**src/rtl/layer3_argmax_classifier.sv**
```systemverilog
// ---------------------------------------------------------------------------
// layer3_argmax_classifier
// Terminal stage of the ECG MLP datapath. Captures the ten layer-3 node
// outputs as one frame, scans them one element per cycle and reports the
// winning class, its activation, its margin over the runner-up and a
// no-detect flag when every activation is zero.
//
// Ports:
//   clk        system clock, rising edge
//   reset      synchronous active-high reset
//   N0x..N9x   layer-3 node outputs (unsigned, DW bits each)
//   in_valid   frame on N0x..N9x is valid
//   in_ready   block can accept a frame (combinational, high only in IDLE)
//   out_valid  result fields valid, held until consumed
//   out_ready  downstream consumes the result
//   class_idx  index of the maximum activation (lowest index on ties)
//   max_val    value of the maximum activation
//   margin     max_val minus the second-highest activation
//   no_detect  high when max_val == 0
// ---------------------------------------------------------------------------
module layer3_argmax_classifier #(
  parameter int unsigned N_IN = 10,
  parameter int unsigned DW   = 8,
  parameter int unsigned IDXW = 4
) (
  input  logic            clk,
  input  logic            reset,
  input  logic [DW-1:0]   N0x,
  input  logic [DW-1:0]   N1x,
  input  logic [DW-1:0]   N2x,
  input  logic [DW-1:0]   N3x,
  input  logic [DW-1:0]   N4x,
  input  logic [DW-1:0]   N5x,
  input  logic [DW-1:0]   N6x,
  input  logic [DW-1:0]   N7x,
  input  logic [DW-1:0]   N8x,
  input  logic [DW-1:0]   N9x,
  input  logic            in_valid,
  output logic            in_ready,
  output logic            out_valid,
  input  logic            out_ready,
  output logic [IDXW-1:0] class_idx,
  output logic [DW-1:0]   max_val,
  output logic [DW-1:0]   margin,
  output logic            no_detect
);

  localparam logic [IDXW-1:0] LAST_IDX = IDXW'(N_IN - 1);

  typedef enum logic [1:0] {
    S_IDLE = 2'd0,
    S_SCAN = 2'd1,
    S_DONE = 2'd2
  } state_t;

  state_t          r_state;
  state_t          w_state_nxt;

  logic [DW-1:0]   r_cap [N_IN];
  logic [IDXW-1:0] r_cnt;
  logic [DW-1:0]   r_best;
  logic [DW-1:0]   r_second;
  logic [IDXW-1:0] r_best_idx;

  logic            r_out_valid;
  logic [IDXW-1:0] r_class_idx;
  logic [DW-1:0]   r_max_val;
  logic [DW-1:0]   r_margin;
  logic            r_no_detect;

  logic [DW-1:0]   w_in [N_IN];
  logic            w_capture;
  logic            w_step;
  logic            w_last;
  logic            w_handshake;
  logic [DW-1:0]   w_x;
  logic [DW-1:0]   w_best_nxt;
  logic [DW-1:0]   w_second_nxt;
  logic [IDXW-1:0] w_idx_nxt;

  // Node outputs gathered into an indexable frame
  assign w_in[0] = N0x;
  assign w_in[1] = N1x;
  assign w_in[2] = N2x;
  assign w_in[3] = N3x;
  assign w_in[4] = N4x;
  assign w_in[5] = N5x;
  assign w_in[6] = N6x;
  assign w_in[7] = N7x;
  assign w_in[8] = N8x;
  assign w_in[9] = N9x;

  // State register
  always_ff @(posedge clk) begin
    if (reset) r_state <= S_IDLE;
    else       r_state <= w_state_nxt;
  end

  // Next-state logic
  always_comb begin
    w_state_nxt = r_state;
    case (r_state)
      S_IDLE:  if (in_valid)                 w_state_nxt = S_SCAN;
      S_SCAN:  if (r_cnt == LAST_IDX)        w_state_nxt = S_DONE;
      S_DONE:  if (r_out_valid && out_ready) w_state_nxt = S_IDLE;
      default:                               w_state_nxt = S_IDLE;
    endcase
  end

  // Control decode
  always_comb begin
    in_ready    = (r_state == S_IDLE);
    w_capture   = (r_state == S_IDLE) && in_valid;
    w_step      = (r_state == S_SCAN);
    w_last      = (r_state == S_SCAN) && (r_cnt == LAST_IDX);
    w_handshake = r_out_valid && out_ready;
  end

  // Running top-two update; strict '>' keeps the lowest index on ties while
  // an equal value still lands in second, collapsing the margin to zero
  always_comb begin
    w_x          = r_cap[r_cnt];
    w_best_nxt   = r_best;
    w_second_nxt = r_second;
    w_idx_nxt    = r_best_idx;
    if (w_x > r_best) begin
      w_second_nxt = r_best;
      w_best_nxt   = w_x;
      w_idx_nxt    = r_cnt;
    end else if (w_x > r_second) begin
      w_second_nxt = w_x;
    end
  end

  // Frame capture and scan datapath
  always_ff @(posedge clk) begin
    if (reset) begin
      for (int unsigned i = 0; i < N_IN; i++) r_cap[i] <= '0;
      r_cnt      <= '0;
      r_best     <= '0;
      r_second   <= '0;
      r_best_idx <= '0;
    end else if (w_capture) begin
      for (int unsigned i = 0; i < N_IN; i++) r_cap[i] <= w_in[i];
      r_best     <= w_in[0];
      r_best_idx <= '0;
      r_second   <= '0;
      r_cnt      <= IDXW'(1);
    end else if (w_step) begin
      r_best     <= w_best_nxt;
      r_second   <= w_second_nxt;
      r_best_idx <= w_idx_nxt;
      r_cnt      <= w_last ? '0 : r_cnt + IDXW'(1);
    end
  end

  // Result registers, loaded from the final scan step so out_valid rises
  // the cycle the FSM enters DONE
  always_ff @(posedge clk) begin
    if (reset) begin
      r_out_valid <= 1'b0;
      r_class_idx <= '0;
      r_max_val   <= '0;
      r_margin    <= '0;
      r_no_detect <= 1'b0;
    end else if (w_last) begin
      r_out_valid <= 1'b1;
      r_class_idx <= w_idx_nxt;
      r_max_val   <= w_best_nxt;
      r_margin    <= w_best_nxt - w_second_nxt;
      r_no_detect <= (w_best_nxt == '0);
    end else if (w_handshake) begin
      r_out_valid <= 1'b0;
    end
  end

  assign out_valid = r_out_valid;
  assign class_idx = r_class_idx;
  assign max_val   = r_max_val;
  assign margin    = r_margin;
  assign no_detect = r_no_detect;

endmodule

```
**config.mk**
```make
export PLATFORM = sky130hd
export DESIGN_NAME = layer3_argmax_classifier
export DESIGN_NICKNAME = d
export VERILOG_FILES = /design/src/rtl/layer3_argmax_classifier.sv
export SDC_FILE = /design/constraint.sdc
export NUM_CORES = 1
export LEC_CHECK = 0
export BUFFER_PORTS_ARGS = -buffer_cell sky130_fd_sc_hd__buf_2
export CAP_MARGIN = 10
export CORE_UTILIZATION = 51
export CTS_CLUSTER_SIZE = 8
export DETAILED_ROUTE_END_ITERATION = 8
export MAX_ROUTING_LAYER = met4
export PLACE_DENSITY = 0.82
export REMOVE_ABC_BUFFERS = 1
export SLEW_MARGIN = 30
export SYNTH_ARGS = -nofsm -noshare
export SYNTH_HDL_FRONTEND = slang
export SYNTH_SLANG_ARGS = --single-unit
```
**constraint.sdc**
```tcl
create_clock -name clk -period 4.3 [get_ports clk]
set_clock_uncertainty 0.05 [all_clocks]
set_input_delay 0.215 -clock clk [delete_from_list [all_inputs] [get_ports clk]]
set_output_delay 0.215 -clock clk [all_outputs]
set_load 0.01 [all_outputs]
```
Word-level counts from Yosys, hierarchy flattened. Memories as Yosys holds them, arrays and structs flattened. Cells that the tools add are included. W data, S select, Z words.

Bits in latches: 0. Register bits after elaboration: 48. Bits of input ports: 84. Memory bits (read-only): 0. Memories: 1. Word-level logic and storage cells: 71. Output and inout port bits: 23. Memory bits (writable): 80.

Equality and inequality tests: 6. Shift-type cells: 0. $mul: 0. Reduce and logical (&&, ||, !) cells: 9. Div/mod/pow operators: 0. Add/subtract/negate cells: 2. Order comparisons: 2. Mux-type cells: 30. Bitwise gates (word level): 10.

Memories: r_cap (words 10, width 8, read ports 1, clocked after memory_dff 0, write ports 10, line 59) `logic [DW-1:0] r_cap [N_IN];`.

Operators with widths (number): $mux W8 (15); $gt A8 B8 Y1 (2); $or A1 B1 Y1 (10); $mux W1 (9); $logic_not A8 Y1 (1); $mux W4 (2); $sub A8 B8 Y8 (1); $mux W2 (3); $pmux W2 S3 (1); $add A4 B1 Y4 const B (1); $eq A4 B4 Y1 const B (1); $ne A2 B2 Y1 const B (2); $reduce_bool A2 Y1 (2); $logic_and A1 B1 Y1 (3); $reduce_and A3 Y1 (1); $eq A2 B1 Y1 const B (1); $eq A2 B2 Y1 const B (1); $logic_not A2 Y1 (1); $ne A2 B1 Y1 const B (1); $reduce_or A2 Y1 (1).

Logic depth before layout (Yosys ltp). Gate-level depths: netlist of run 1.

Depth after elaboration: 6. Gate-level depth with buffers: 25. Gate-level depth less buffers: 22.

Worst setup path before layout of run 1. No wires, ideal clock.

Path type: register -> register. Start point: reg r_cnt[0]. End point: reg r_margin[7] (netlist: margin[7]). Path slack: -376 ps. Library setup time: 91 ps. Stages on the path, launching flop included: 22. Required time: 4159 ps. Arrival: 4535 ps. Cells stage by stage: dfxtp_1 > buf_6 > buf_12 > mux4_1 > a22oi_1 > nand2_1 > ha_1 > nor2b_1 > o21ai_0 > a21boi_0 > o31ai_1 > buf_2 > mux2_2 > a21oi_1 > ha_1 > nor2b_1 > o21ai_0 > a21boi_0 > o21a_1 > o41ai_1 > nand3_1 > a311oi_1.

Cells in the longest elaborated chain, start to end: 5. Elaborated cells between the ends (all ways): 9. Classes of those cells: add/sub: 1; order compare: 2; eq/ne: 1; mux: 3; reduce/logical: 1; memory: 1.

RTL lines: start, declared (line 60) `logic [IDXW-1:0] r_cnt;`; start signal, assigned (line 153) `r_cnt <= w_last ? '0 : r_cnt + IDXW'(1);`; $mem_v2 Z10 W8; $gt A8 B8 Y1 (line 130) `end else if (w_x > r_second) begin`; $mux W8 (line 130); $mux W8 (line 126) `if (w_x > r_best) begin`; $sub A8 B8 Y8 (line 170) `r_margin <= w_best_nxt - w_second_nxt;`; end signal, assigned (line 170); end, declared (line 68) `logic [DW-1:0] r_margin;`.

Parallel ways exist; a longest one is shown, timed or not. A chain may end at the register's enable or synchronous reset.

Worst setup path after layout of run 1. Same ends and word-level chain as after synthesis.

==> impl_metrics.toml, run 1 <==
[pwr]
internal_power_mw = 3.14
switchingPower_mw = 1.27
total_power_mw = 4.41
comb_power_share = 0.321
cellPowerDensity_nw_per_um2 = 503
switching_share = 0.288
power_frac_clock = 0.354
worst_ir_drop_vdd_v = 0.000321
seqPwrFrac = 0.325
leakage_nw = 3.66

[run_status]
status = "finished with violations"
violations = "setup timing"

[sta]
rsz0062_at_grt = "yes"
drv_slew = 0
slew_headroom = 0.489
max_freq_ghz = 0.212
setup_ws_ns = -0.412
hold_viol_final = 0
min_period_over_period = 1.10
setup_viol = 5
layout_min_cycle_time_ns = 4.71
tightest_slew_ns = 0.766

[clock_network]
hold_buffers = 0
clockBufferDepth = 2
root_buffer = "clkbuf_16"
insertion_delay_ns = 0.42
htree_levels = 4
path_clk_slew_ns = 0.06
cts_inserted_buffers = 17
cts_tree = "done"
clock-sinks = 128

[route]
drc = 0
routed_wl_um = 17000
ant_nets = 0
post_drt_wl_per_cell_um = 17.9
viasPerCell = 5.61
drt_iter0_markers = 325
num_vias = 5333
first_pass_iters = 8

[grt]
antenna_found_initial = 0
grt_overflow = 0
grt_pass1_vias = 5170
grt_pass1_wl_um = 25800
grt_start_max_net_pins = 55
grt.total_usage = 0.269

[yosys]
syn_area_um2 = 6550
netlist_top_cells_count = "and2_1 (83), edfxtp_1 (80), dfxtp_1 (48)"
synthMuxAreaShare = 0.0905
synth_top_area_cell = "edfxtp_1"
synth_top_family_by_area = "simple AND/OR/NAND/NOR gates"
synth_compound_area_frac = 0.122
avgSynthCellArea_um2 = 11.0
yosys-top-cells-area = "edfxtp_1 (37%), dfxtp_1 (15%), and2_1 (7.9%)"
synth_xor_area_frac = 0.00134
synthAdderAreaFrac = 0.0508
synth-simple-area-share = 0.175
seq_area_frac_synth = 0.513
ys_types = 56
syn_inst = 597
ys_ff_latch = 128
synth.most_common_cell = "and2_1"
synth_edf_count = 80
yosys_warnings = 0
yosys.area.top_type_share = 0.367
synthFlopType = "edfxtp_1"
synthArstFlopShare = 0

[place]
dp_hpwl_um = 11000
place_congestion = 0.853
port_buffers = 106

[final_layout]
syn_to_final_growth_pct = 33.9
nets = 875
fillers = 873
drive_above_1_share = 0.370
n_antenna_cell = 0
fin_util = 0.698

[hold_path]
hold_path_class = "in2reg"

[flow_run]
maxCapViolations = 0

[floorplanning]
die-area_um2 = 13300
rows = 41
die_x_um = 115
ioPinCount = 107
core_um2 = 12600
dieHeight_um = 115
initial_core_util = 0.521

[setup_path]
worstSetupStartpointType = "flip-flop"
critPathRequiredTime_ns = 4.56
crit_type = "reg2reg"
crit_path_max_fanout = 6
cp-end-kind = "flip-flop"
crit_arrival_ns = 4.98
[logic make-up (layout without fill, tap and decap cells)]
| logic type | after synthesis | count (layout) |
|---|---|---|
| muxes | 38 | 38 |
| buffers and inverters | 66 | 247 |
| adders and majority gates | 26 | 26 |
| xor gates and xnor gates | 1 | 1 |
| DFF | 128 | 128 |
| AOI/OAI and AO/OA | 119 | 119 |
| and+or+nand+nor | 219 | 219 |
[through the flow]
stage          cell area [um2]  setup slack (ns)  hold WS, ns  setup TNS, ns  std cells
2_1_floorplan             6340             -1.60        0.234         -11.29        557
3_3_place_gp              7570            -0.339        0.387          -1.13        893
3_5_place_dp              7610            -0.695        0.396          -2.25        895
4_1_cts                   8510            -0.433      0.00501          -1.26        946
5_1_grt                   8770            -0.598      0.00808          -2.14        950
6_report                  8770            -0.412       0.0182          -1.33        950
[path summary, 6_finish.rpt]
path	start	end	slack, ns	depth (start not counted)
max	r_cnt[0]	margin[7]	-0.41	23
min	N4x[2]	r_cap[4][2]	0.02	2
max reg2reg	r_cnt[0]	margin[7]	-0.41	23
min reg2reg	margin[5]	margin[5]	0.42	2
[layout make-up]
cell class | count | area, um2 | share of cell area
clock buffers | 17 | 425 | 0.0485
clock inverters | 15 | 216 | 0.0247
inverters | 26 | 97.6 | 0.0111
multi-input cells | 403 | 3200 | 0.365
flip-flops and latches | 128 | 3370 | 0.384
well taps | 172 | 215 | 0.0245
repair buffers | 189 | 1250 | 0.142
[metal layers]
layer | vias up | wire length [um] | global-route usage
li1 | 2499 | - | -
met2 | 268 | 8340 | 0.417
met5 | - | 0 | -
met3 | 66 | 1210 | 0.0596
met4 | 0 | 710 | 0.144
met1 | 2500 | 6700 | 0.327
[power groups by stage]
stage	Sequential [mW]	Combinational, mW	Clock, mW
floorplan	1.45	0.556	0
finish	1.43	1.42	1.56
global placement	1.45	0.929	0
detailed placement	1.45	0.969	0
global route	1.44	1.51	1.64
CTS	1.43	1.15	1.58
[placed cells by master (no fill, tap or decap), types with 16 or more instances in the layout]
cell type / n
buf_2: 106
and2_1: 81
edfxtp_1: 80
buf_4: 71
dfxtp_1: 47
nor2_1: 44
nand2_1: 35
inv_1: 26
a21oi_1: 23
a211oi_1: 19
ha_1: 19
clkbuf_16: 17
mux2i_1: 16
[worst max-delay path, cell delays in order, from the launching register on]
cell and delay, ns:
dfxtp_4 0.39, buf_12 0.14, buf_8 0.12, mux4_2 0.52, a22oi_2 0.17, nand2_1 0.11
ha_1 0.30, and2_4 0.14, o21ai_1 0.10, a21boi_1 0.10, o31ai_1 0.21, buf_4 0.17
buf_6 0.10, buf_6 0.12, mux2i_4 0.26, nand2_2 0.12, o21ai_4 0.08, ha_4 0.22
o21ai_2 0.07, a21boi_2 0.09, o21a_1 0.20, o41ai_2 0.28, nand3_1 0.20, a311oi_2 0.33
[sequential cells by signal (all words and copies together), names as in the netlist]
signal / flops
r_state: 2
r_best: 8
out_valid: 1
r_cap: 80
class_idx: 4
r_best_idx: 4
max_val: 8
margin: 8
r_cnt: 4
no_detect: 1
r_second: 8
[timing repair]
| item | in CTS | in global routing |
|---|---|---|
| pin swaps | 28 | 23 |
| setup endpoints to repair | 6 | 6 |
| resized for setup | 43 | 47 |
| setup buffers | 19 | 6 |
Note: power is estimated with default switching activity, not from simulation.
==> run 2: changes to the inputs <==
PLACE_DENSITY = 0.81   (was 0.82)
==> run 2 against run 1 <==
- the flow still finishes with violations (setup timing)
- clock power is 13% lower
- sequential power hardly changed
- maximum frequency is 2.0% higher
- design area is 4.4% lower
- clock-buffer cell count is 1 higher
- non-clock buffer count is 19 lower
- critical path depth is 3 lower
- sequential cell count stayed put
- combinational power is 22% lower
- register-to-register slack better by 0.09 ns
- hold slack worse by 0.0023 ns
- largest cell class unchanged
- highest routed layer unchanged
==> impl_metrics.toml, run 2 (synthesized netlist as in run 1, its figures left out) <==
[run_status]
status = "finished with violations"
violations = "setup timing"

[setup_path]
endpoint = "margin[7]"
crit_start = "r_cnt[0]"
timing.rr.end = "margin[7]"
r2r-start = "r_cnt[0]"
cp-end-kind = "flip-flop"
reg2reg_depth = 20
crit_type = "reg2reg"
worstSetupStartpointType = "flip-flop"
crit_path_max_fanout = 7
crit_arrival_ns = 4.90
critPathRequiredTime_ns = 4.58
ff2ff_setup_slack_ns = -0.32

[sta]
setup_viol = 4
rsz0062_at_grt = "yes"
min_period_over_period = 1.07
setup_ws_ns = -0.319
layout_min_cycle_time_ns = 4.62
drv_slew = 0
slew_headroom = 0.449
hold_viol_final = 0
hold_ws_ns = 0.0159
max_freq_ghz = 0.217
tightest_slew_ns = 0.823
finalSetupTns_ns = -0.790

[place]
dp_hpwl_um = 10600
postPlaceCellArea_um2 = 7600
place_congestion = 0.923
port_buffers = 106

[clock_network]
insertion_delay_ns = 0.42
cts_inserted_buffers = 17
root_buffer = "clkbuf_16"
cts_tree = "done"
htree_levels = 4
clock-sinks = 128
path_clk_slew_ns = 0.06
clockBufferDepth = 2

[final_layout]
syn_to_final_growth_pct = 28.1
largest_reg_flops = 80
design_area_um2 = 8390
fillers = 924
drive_above_1_share = 0.323
final_common_cell = "buf_2"
final_cell_mix = "buf_2 (106), and2_1 (82), edfxtp_1 (80)"
n_antenna_cell = 0
fin_util = 0.668
regMostFlops = "r_cap"
nets = 856

[floorplanning]
ioPinCount = 107
dieHeight_um = 115
rows = 41
initial_core_util = 0.521
core_um2 = 12600
die-area_um2 = 13300
die_x_um = 115

[route]
viasPerCell = 5.43
post_drt_wl_per_cell_um = 16.6
routed_wl_um = 15400
ant_nets = 0
drt_iter0_markers = 257
num_vias = 5051
first_pass_iters = 6
drc = 0

[pwr]
leakage_nw = 3.49
cellPowerDensity_nw_per_um2 = 464
worst_ir_drop_vdd_v = 0.000258
total_power_mw = 3.89

[hold_path]
hold_path_class = "in2reg"

[flow_run]
maxCapViolations = 0

[grt]
grt_pass1_vias = 4918
grt_overflow = 0
grt.total_usage = 0.254
grt_pass1_wl_um = 24400
antenna_found_initial = 0
grt_start_max_net_pins = 49
[run 2: cell types whose count changed in the layout (fill, tap and decap cells not counted), sizes merged]
cell,change
inv,-1
clkbuf,+1
clkinvlp,-1
bufinv,-3
clkinv,+4
buf,-19
[run 2: worst min-delay path by stage]
stage | startpoint | end | cells after the start
finish | N8x[5] | r_cap[8][5] | 2
global route | N5x[2] | r_cap[5][2] | 2
CTS | N8x[5] | r_cap[8][5] | 2
detailed placement | margin[3] | margin[3] | 2
global placement | margin[6] | margin[6] | 2
floorplan | reset | margin[2] | 1
[run 2: layout make-up]
class / count / area, um2 / area share
Sequential cell: 128 / 3370 / 0.401
Multi-Input combinational cell: 403 / 3030 / 0.361
Timing Repair Buffer: 170 / 1120 / 0.134
Clock buffer: 18 / 429 / 0.0511
Tap cell: 172 / 215 / 0.0256
Clock inverter: 14 / 124 / 0.0148
Inverter: 26 / 97.6 / 0.0116
[run 2: timing repair]
item / in CTS / in global routing
endpoints found under the setup margin: 5 / 6
buffers inserted: 5 / 2
hold buffers: 0 / 0
cloned: 1 / 0
gates resized for setup: 27 / 26
pin swaps: 15 / 12
[run 2: through the flow]
stage | worst slack (ns) | cells
finish | -0.319 | 931
global route | -0.504 | 931
floorplan | -1.60 | 557
global placement | -0.337 | 889
CTS | -0.182 | 929
detailed placement | -0.441 | 891
[run 2: power breakdown]
group / leakage [nW] / internal (mW) / switching [mW]
Combinational: 1.98 / 0.556 / 0.552
Sequential: 1.25 / 1.39 / 0.0431
Clock: 0.261 / 0.836 / 0.515
Total: 3.49 / 2.78 / 1.11
[run 2: metal layers]
layer | routed length [um] | vias to the layer above | global-route usage
met5 | 0 | - | -
li1 | - | 2446 | -
met4 | 396 | 0 | 0.119
met3 | 879 | 30 | 0.0501
met2 | 7480 | 170 | 0.399
met1 | 6660 | 2405 | 0.316
[run 2: worst max-delay path, stage by stage (launching register included)]
cell and delay, ns:
dfxtp_4 0.39, buf_12 0.13, mux4_2 0.50, nor2b_4 0.14, a211oi_2 0.24, a21oi_2 0.06, ha_1 0.30, and4_1 0.17
a21boi_2 0.15, o31ai_1 0.20, buf_4 0.18, mux2_4 0.32, a21oi_4 0.16, ha_4 0.21, nor2b_2 0.15, o21ai_2 0.16
a21boi_2 0.08, o21a_1 0.21, o41ai_4 0.32, nand3_1 0.14, a311oi_2 0.26
==> run 3: changes to the inputs <==
CORE_UTILIZATION = 40   (was 51)
PLACE_DENSITY = 0.71   (was 0.81)
==> run 3 against run 2 <==
- the run still ends with setup timing left
- final cell count increased by 6.0%
- maximum frequency grew 3.4%
- core utilization is 12 points lower
- non-clock buffer count up 12
- design area rose by 3.4%
- total power is 3.4% higher
- routed wire length is 3.8% higher
- combinational power grew 8%
- clock power rose by 4%
- critical path depth increased by 3
- global-route usage down 4.7 points
- sequential cell count unchanged
==> impl_metrics.toml, run 3 (synthesized netlist as in run 1, its figures left out) <==
[clock_network]
root_buffer = "clkbuf_16"
cts_tree = "done"
cts_inserted_buffers = 17
htree_levels = 4
clock-sinks = 128
path_clk_slew_ns = 0.06
insertion_delay_ns = 0.42
clockBufferDepth = 2

[floorplanning]
die_x_um = 130
dieHeight_um = 130
rows = 46
die-area_um2 = 16900
initial_core_util = 0.411
core_um2 = 15900
ioPinCount = 107

[final_layout]
final_common_cell = "buf_2"
drive_above_1_share = 0.353
finalNonFillerCells = 987
nets = 868
design_area_um2 = 8680
syn_to_final_growth_pct = 32.5
final_cell_mix = "buf_2 (106), and2_1 (80), edfxtp_1 (80)"
n_antenna_cell = 0
fin_util = 0.544
regMostFlops = "r_cap"
largest_reg_flops = 80

[sta]
layout_min_cycle_time_ns = 4.47
drv_slew = 0
hold_viol_final = 0
rsz0062_at_grt = "yes"
min_period_over_period = 1.04
slew_headroom = 0.452
max_freq_ghz = 0.224
setup_viol = 4
tightest_slew_ns = 0.821
setup_ws_ns = -0.165

[flow_run]
maxCapViolations = 0

[pwr]
seqPwrFrac = 0.355
internal_power_mw = 2.86
comb_power_share = 0.298
switching_share = 0.289
switchingPower_mw = 1.16
leakage_nw = 3.58
cellPowerDensity_nw_per_um2 = 464
power_frac_clock = 0.348
worst_ir_drop_vdd_v = 0.000305

[setup_path]
worstSetupStartpointType = "flip-flop"
cp-end-kind = "flip-flop"
cp_top_family = "compound AO/OA/AOI/OAI gates"
critPathBufInv = 3
critPathRequiredTime_ns = 4.59
crit_type = "reg2reg"
ff2ff_setup_slack_ns = -0.17
crit_path_max_fanout = 7
crit_arrival_ns = 4.76
cp_slowest_stage_delay_ns = 0.49
cpMaxStageDelayCell = "mux4_2"
crit_path_cell_trace = "buf_12 -> mux4_2 -> nor2b_4 -> a211oi_2 -> a21oi_2 -> ha_1 -> and4_1 -> a21boi_1 -> o31ai_1 -> buf_4 -> buf_4 -> mux2_4 -> nand2_1 -> nand2_1 -> ha_2 -> fa_2 -> nor2b_2 -> o21ai_2 -> a21boi_2 -> o21a_1 -> nor3_1 -> nand3b_1 -> a21oi_1"

[route]
routed_wl_um = 16000
viasPerCell = 5.09
first_pass_iters = 4
num_vias = 5026
met3WireLength_um = 1010
drt_iter0_markers = 266
post_drt_wl_per_cell_um = 16.2
highest_layer = "met4"
drc = 0
ant_nets = 0
dr_wl_met2_um = 7500
wl_met1_um = 7180

[grt]
grt.total_usage = 0.207
grt_pass1_vias = 4983
antenna_found_initial = 0
grt_start_max_net_pins = 50
grt_pass1_wl_um = 25300
grt_overflow = 0

[place]
port_buffers = 106
place_inst = 942
dp_hpwl_um = 11200
place_congestion = 0.863
postPlaceCellArea_um2 = 7700
place_ws_ns = -0.616

[run_status]
status = "finished with violations"
violations = "setup timing"

[hold_path]
hold_path_class = "in2reg"
[run 3: cell types whose count changed in the layout (fill, tap and decap cells not counted), moves of 3 or more]
| cell | change |
|---|---|
| ha_4 | +5 |
| o21ai_2 | +3 |
| clkinv_1 | -5 |
| buf_6 | +3 |
| ha_1 | -5 |
| buf_4 | +7 |
[run 3: what timing repair did]
| item | in CTS | in global routing |
|---|---|---|
| resized for setup | 41 | 29 |
| pin swaps | 28 | 19 |
| endpoints found under the hold margin | 1 | 0 |
| setup buffers | 8 | 4 |
| gates cloned | 2 | 0 |
| hold buffers | 1 | 0 |
| endpoints found under the setup margin | 6 | 6 |
[run 3: metrics by stage]
| step | hold slack (ns) | power (mW) | TNS [ns] |
|---|---|---|---|
| CTS | 0.00109 | 3.97 | -0.869 |
| global route | 0.00584 | 4.23 | -1.66 |
| finish | 0.0192 | 4.02 | -0.532 |
| floorplan | 0.234 | 2.00 | -11.29 |
| global placement | 0.389 | 2.40 | -1.55 |
| detailed placement | 0.394 | 2.44 | -2.22 |
[run 3: per-layer routing]
layer / vias to the layer above / global-route usage
li1: 2476 / -
met1: 2368 / 0.259
met2: 154 / 0.324
met3: 28 / 0.0513
met4: 0 / 0.0759
met5: - / -
[run 3: layout make-up]
| type | instances | area, um2 |
|---|---|---|
| multi-input combinational | 403 | 3120 |
| inverter | 26 | 97.6 |
| sequential | 128 | 3370 |
| timing repair buffer | 182 | 1250 |
| tap | 216 | 270 |
| fill | 1376 | 7260 |
| clock buffer | 18 | 429 |
| clock inverter | 14 | 141 |
[run 3: path summary, 6_finish.rpt]
kind	end	startpoint	cells after the start
setup / recovery	margin[6]	r_cnt[0]	23
hold / removal	r_cap[4][5]	N4x[5]	2
setup reg to reg	margin[6]	r_cnt[0]	23
hold reg to reg	margin[3]	margin[3]	2
[run 3: power groups by stage]
stage	combinational [mW]	sequential, mW	clock, mW
after floorplan	0.556	1.45	0
after global placement	0.952	1.45	0
after detailed placement	0.987	1.45	0
after CTS	1.12	1.43	1.43
after global routing	1.31	1.44	1.48
final	1.20	1.43	1.40
[run 3: worst reg2reg max path, cell delays in order (launching register included)]
cell and delay (ns):
dfxtp_4 0.41, buf_12 0.15, mux4_2 0.50, nor2b_4 0.14, a211oi_2 0.19, a21oi_2 0.08, ha_1 0.29, and4_1 0.17
a21boi_1 0.13, o31ai_1 0.19, buf_4 0.16, buf_4 0.10, mux2_4 0.29, nand2_1 0.06, nand2_1 0.06, ha_2 0.19
fa_2 0.37, nor2b_2 0.13, o21ai_2 0.09, a21boi_2 0.17, o21a_1 0.16, nor3_1 0.04, nand3b_1 0.14, a21oi_1 0.13
